<file path="src/rtl/cmp_pkg.sv">
// Shared types for the cmp_pipe_n comparator: op encoding and skid-buffer state.
package cmp_pkg;

  typedef enum logic [3:0] {
    CMP_EQ  = 4'd0,
    CMP_NE  = 4'd1,
    CMP_UGT = 4'd2,
    CMP_UGE = 4'd3,
    CMP_ULT = 4'd4,
    CMP_ULE = 4'd5,
    CMP_SGT = 4'd6,
    CMP_SGE = 4'd7,
    CMP_SLT = 4'd8,
    CMP_SLE = 4'd9
  } cmp_op_e;

  localparam logic [3:0] CMP_OP_LAST = 4'd9;

  typedef enum logic [1:0] {
    SK_EMPTY = 2'd0,
    SK_ONE   = 2'd1,
    SK_TWO   = 2'd2
  } skid_state_e;

endpackage

</file>
<file path="src/rtl/cmp_lane.sv">
// One combinational compare lane: res = a OP b, err flags a reserved op code.
module cmp_lane
  import cmp_pkg::*;
#(
  parameter int WIDTH = 8
) (
  input  logic [WIDTH-1:0] a,
  input  logic [WIDTH-1:0] b,
  input  logic [3:0]       op,
  output logic             res,
  output logic             err
);

  logic signed [WIDTH-1:0] sa;
  logic signed [WIDTH-1:0] sb;

  assign sa = a;
  assign sb = b;

  always_comb begin
    res = 1'b0;
    err = 1'b0;
    case (op)
      CMP_EQ:  res = (a == b);
      CMP_NE:  res = (a != b);
      CMP_UGT: res = (a > b);
      CMP_UGE: res = (a >= b);
      CMP_ULT: res = (a < b);
      CMP_ULE: res = (a <= b);
      CMP_SGT: res = (sa > sb);
      CMP_SGE: res = (sa >= sb);
      CMP_SLT: res = (sa < sb);
      CMP_SLE: res = (sa <= sb);
      default: err = 1'b1;
    endcase
  end

endmodule

</file>
<file path="src/rtl/cmp_pipe_n.sv">
// Multi-lane, multi-op comparator behind a 2-entry valid/ready skid buffer.
// Optional lane-0 true-result counter enabled by defining CMP_PIPE_STATS_EN.
module cmp_pipe_n
  import cmp_pkg::*;
#(
  parameter int WIDTH = 8,
  parameter int LANES = 1
) (
  input  logic                   CLK,
  input  logic                   ASYNCRESET,
  input  logic [LANES*WIDTH-1:0] I0,
  input  logic [LANES*WIDTH-1:0] I1,
  input  logic [3:0]             OP,
  input  logic                   I_VALID,
  output logic                   I_READY,
  output logic [LANES-1:0]       O,
  output logic                   O_ERR,
  output logic                   O_VALID,
  input  logic                   O_READY,
  output logic [31:0]            STAT_TRUE_CNT
);

  logic [LANES-1:0] new_res;
  logic [LANES-1:0] lane_err;
  logic             new_err;

  for (genvar k = 0; k < LANES; k++) begin : g_lane
    cmp_lane #(.WIDTH(WIDTH)) u_lane (
      .a  (I0[k*WIDTH +: WIDTH]),
      .b  (I1[k*WIDTH +: WIDTH]),
      .op (OP),
      .res(new_res[k]),
      .err(lane_err[k])
    );
  end

  assign new_err = |lane_err;

  skid_state_e      state_q, state_d;
  logic [LANES-1:0] m_res_q, m_res_d, s_res_q, s_res_d;
  logic             m_err_q, m_err_d, s_err_q, s_err_d;
  logic             rdy_q;
  logic             accept;
  logic             emit;

  assign O_VALID = (state_q != SK_EMPTY);
  assign O       = m_res_q;
  assign O_ERR   = m_err_q;
  assign I_READY = rdy_q;
  assign accept  = I_VALID & rdy_q;
  assign emit    = O_VALID & O_READY;

  always_comb begin
    state_d = state_q;
    m_res_d = m_res_q;
    m_err_d = m_err_q;
    s_res_d = s_res_q;
    s_err_d = s_err_q;
    case (state_q)
      SK_EMPTY: begin
        if (accept) begin
          state_d = SK_ONE;
          m_res_d = new_res;
          m_err_d = new_err;
        end
      end
      SK_ONE: begin
        if (accept && emit) begin
          m_res_d = new_res;
          m_err_d = new_err;
        end else if (accept) begin
          state_d = SK_TWO;
          s_res_d = new_res;
          s_err_d = new_err;
        end else if (emit) begin
          state_d = SK_EMPTY;
        end
      end
      SK_TWO: begin
        // I_READY is low here, so the only move is draining S into M.
        if (emit) begin
          state_d = SK_ONE;
          m_res_d = s_res_q;
          m_err_d = s_err_q;
        end
      end
      default: state_d = SK_EMPTY;
    endcase
  end

  always_ff @(posedge CLK or posedge ASYNCRESET) begin
    if (ASYNCRESET) begin
      state_q <= SK_EMPTY;
      m_res_q <= '0;
      m_err_q <= 1'b0;
      s_res_q <= '0;
      s_err_q <= 1'b0;
      rdy_q   <= 1'b0;
    end else begin
      state_q <= state_d;
      m_res_q <= m_res_d;
      m_err_q <= m_err_d;
      s_res_q <= s_res_d;
      s_err_q <= s_err_d;
      rdy_q   <= (state_d != SK_TWO);
    end
  end

`ifdef CMP_PIPE_STATS_EN
  logic [31:0] cnt_q, cnt_d;

  // Reserved ops force new_res to zero, so they never count.
  always_comb begin
    cnt_d = cnt_q;
    if (accept && new_res[0] && (cnt_q != 32'hFFFF_FFFF)) cnt_d = cnt_q + 32'd1;
  end

  always_ff @(posedge CLK or posedge ASYNCRESET) begin
    if (ASYNCRESET) cnt_q <= '0;
    else            cnt_q <= cnt_d;
  end

  assign STAT_TRUE_CNT = cnt_q;
`else
  assign STAT_TRUE_CNT = 32'd0;
`endif

endmodule

</file>
<file path="config.mk">
export PLATFORM = sky130hd
export DESIGN_NAME = cmp_pipe_n
export DESIGN_NICKNAME = d
export VERILOG_FILES = /design/src/rtl/cmp_pkg.sv /design/src/rtl/cmp_lane.sv /design/src/rtl/cmp_pipe_n.sv
export SDC_FILE = /design/constraint.sdc
export NUM_CORES = 1
export LEC_CHECK = 0
export CELL_PAD_IN_SITES_DETAIL_PLACEMENT = 0
export CELL_PAD_IN_SITES_GLOBAL_PLACEMENT = 1
export CORE_AREA = 2 2 73 57
export DETAILED_ROUTE_END_ITERATION = 8
export DIE_AREA = 0 0 75 59
export PLACE_DENSITY_LB_ADDON = 0.25
export SLEW_MARGIN = 20
export SYNTH_ARGS = -nofsm -noshare
export SYNTH_HDL_FRONTEND = slang
export SYNTH_SLANG_ARGS = --single-unit
</file>
<file path="constraint.sdc">
create_clock -name CLK -period 2.9 [get_ports CLK]
set_input_delay 0.29 -clock CLK [delete_from_list [all_inputs] [get_ports CLK]]
set_output_delay 0.29 -clock CLK [all_outputs]
set_load 0.005 [all_outputs]
</file>
==> results.yml <==
placed_design:
  routabilityCongestion: 0.786
  numPortBuffers: 27
  hpwl_um: 1640
critical_path:
  crit_fanout: 8
  cpMostUsedCell: "a41oi_1"
  cp.arrival_ns: 2.15
  path_cells: "clkdlybuf4s50_1 -> inv_1 -> ha_1 -> and4_4 -> o2111ai_2 -> nand2_1 -> o21ai_1 -> a41oi_1 -> a41oi_1"
  path_depth: 9
  end_kind: "register"
  crit_buf_inv: 2
  setup.worst_path.class: "in2reg"
  cpLargestDelayFamily: "compound AO/OA/AOI/OAI gates"
  worst_path_max_delay_cell: "clkdlybuf4s50_1"
  required_ns: 2.99
  rr_worst_depth: 6
  critPathMaxStageDelay_ns: 0.45
  crit_path_start_kind: "primary input"
timing:
  worstMarginPinSlew_ns: 0.499
  final_hold_viol_count: 0
  clock_skew_ns: 0.00431
  fin_tns_setup_ns: 0
  setup_violations: 0
  slew_violations: 0
  rsz0062_at_grt: "no"
  period_share_pct: 71.3
  finalCriticalPeriod_ns: 2.07
  max_freq_mhz: 483
  slew_headroom_pct: 66.4
clocking:
  clk_latency_ns: 0.23
  cts.path.max_buffers: 2
  post_cts_buffers: 0
  cts_resized: 0
  cts.sinks: 7
  cts-root-buf: "clkbuf_8"
  clk_pin_slew_ns: 0.04
  ctsHoldBuffers: 0
  tritoncts: "built"
  h-tree-depth: 1
  cts_made_buffers: 3
floorplan:
  die_y_um: 59
  row_count: 19
  ios: 60
  core_area_um2: 3640
  dieWidth_um: 75
  die-area_um2: 4430
  initial_core_util_pct: 25.6
logic_synthesis:
  syn_area_um2: 930
  synth.top_cell.area_share_pct: 25.8
  synth-seq-cells: 7
  yosysWarningCount: 0
  yosys.area.top_type: "buf_4"
  syn_avg_cell_area_um2: 7.95
  netlist_instances: 117
  ys_seq_area_share_pct: 18.8
  yosysUniqueCellTypes: 34
  synth.area.top_cells: "buf_4, dfrtp_1, ha_1"
pwr:
  switching_share_pct: 32.3
  seq_power_share_pct: 30.9
  power_leakage_nw: 0.558
  ir_drop_mv: 0.198
  intPower_mw: 0.374
  p_per_area_nw_per_um2: 467
  combPwrFrac_pct: 44.0
  pwr-share-clk_pct: 25.1
  netSwitchingPower_mw: 0.179
hold_path:
  hold_class: "in2async"
layout:
  area_growth_pct: 27.6
  final_common_cell: "conb_1"
  utilization_pct: 32.6
  nets: 180
  mostFrequentLayoutCells: "conb_1, clkdlybuf4s50_1, inv_1"
  antennaDiodeCount: 0
  drive_gt1_share_pct: 8.16
job:
  drv_cap: 0
grt:
  grt_max_degree: 9
  antenna_found_initial: 0
  grt_pass1_wl_um: 3130
  grt_use_total_pct: 9.27
  grt_pass1_vias: 718
  overflow: 0
routing:
  vias: 832
  wl_per_cell_um: 9.66
  vias_per_cell: 4.18
  wirelength_um: 1920
  drt-pass1-iter-count: 4
  ant_nets: 0
  drcViolationCount: 0
  drt_iter0_drc: 53
run_status:
  outcome: "complete, no violations"
-- worst paths after layout --
| check | startpoint | slack [ns] | end |
|---|---|---|---|
| worst min register to register | s_err_q | 0.51 | s_err_q |
| worst max-delay path | I1[7] | 0.83 | O |
| worst max register to register | state_q[0] | 1.28 | O |
| worst min-delay path | ASYNCRESET | 0.29 | state_q[0] |
| max in group asynchronous | ASYNCRESET | 2.39 | s_err_q |
| min in group CLK | s_err_q | 0.51 | s_err_q |
-- worst register-to-register path: cells and delay by family (launching register included) --
kind             cells  cell delay, ns
AND/OR/NAND/NOR      3            0.80
flip-flops           1            0.42
AO/OA/AOI/OAI        3            0.27
-- final cells by class --
class / instances / area, um^2
clock buffers: 4 / 45.0
inverters: 12 / 45.0
flip-flops and latches: 7 / 175
fillers: 385 / 2450
repair buffers: 27 / 270
well taps: 52 / 65.1
multi-input cells: 97 / 586
-- synth_stat cells, drive strengths merged --
library cell and n:
buf 32, inv 12, ha 8, dfrtp 7, nand2 7, nor2 6
o21ai 6, a21oi 4, nor3 4, nand3 3, nand4 3, a41oi 2
and2b 2, and4 2, mux2 2, nand2b 2, a21o 1, a311o 1
a311oi 1, a31oi 1, conb 1, mux2i 1, nand3b 1, nor2b 1
o2111ai 1, o211ai 1, o221a 1, o22ai 1, o31ai 1, or2 1
or4b 1
-- stage by stage --
step           total power, mW  hold slack (ns)  setup slack, ns  cell area, um^2  cells
6_report                 0.553            0.294            0.832             1190    199
3_3_place_gp             0.419            0.488            0.612             1140    195
3_5_place_dp             0.416            0.501            0.610             1140    195
4_1_cts                  0.559            0.299            0.845             1190    199
5_1_grt                  0.604            0.315            0.700             1190    199
2_1_floorplan            0.332           0.0934             1.24             1050    148
-- kinds of logic (layout without fill, tap and decap cells) --
group           count (synthesis)  in the layout  synth area share, %
buf+inv                        44             43                 30.7
simple gates                   33             33                 19.9
compound gates                 21             21                 15.9
fa+ha+maj                       8              8                 10.8
flops                           7              7                 18.8
mux                             3              3                 3.50
other cells                     1             32                0.403
-- state kept, by name (all words and copies together) (netlist names) --
name / flops
s_err_q: 1
I_READY: 1
s_res_q: 1
O_ERR: 1
state_q: 2
O: 1
-- power groups by stage --
stage	Sequential (mW)	Combinational, mW	Clock (mW)
final	0.171	0.244	0.139
after detailed placement	0.172	0.244	0
after global placement	0.173	0.245	0
after global routing	0.179	0.274	0.151
after floorplan	0.169	0.163	0
after CTS	0.171	0.245	0.143
-- routing by layer --
| layer | part of all wire [%] | GRT usage, % |
|---|---|---|
| met2 | 47 | 14.4 |
| met1 | 45 | 12.0 |
| met4 | 0 | 3.06 |
| met5 | 0 | 0 |
| met3 | 8.4 | 3.23 |
(Power assumes the default switching activity.)
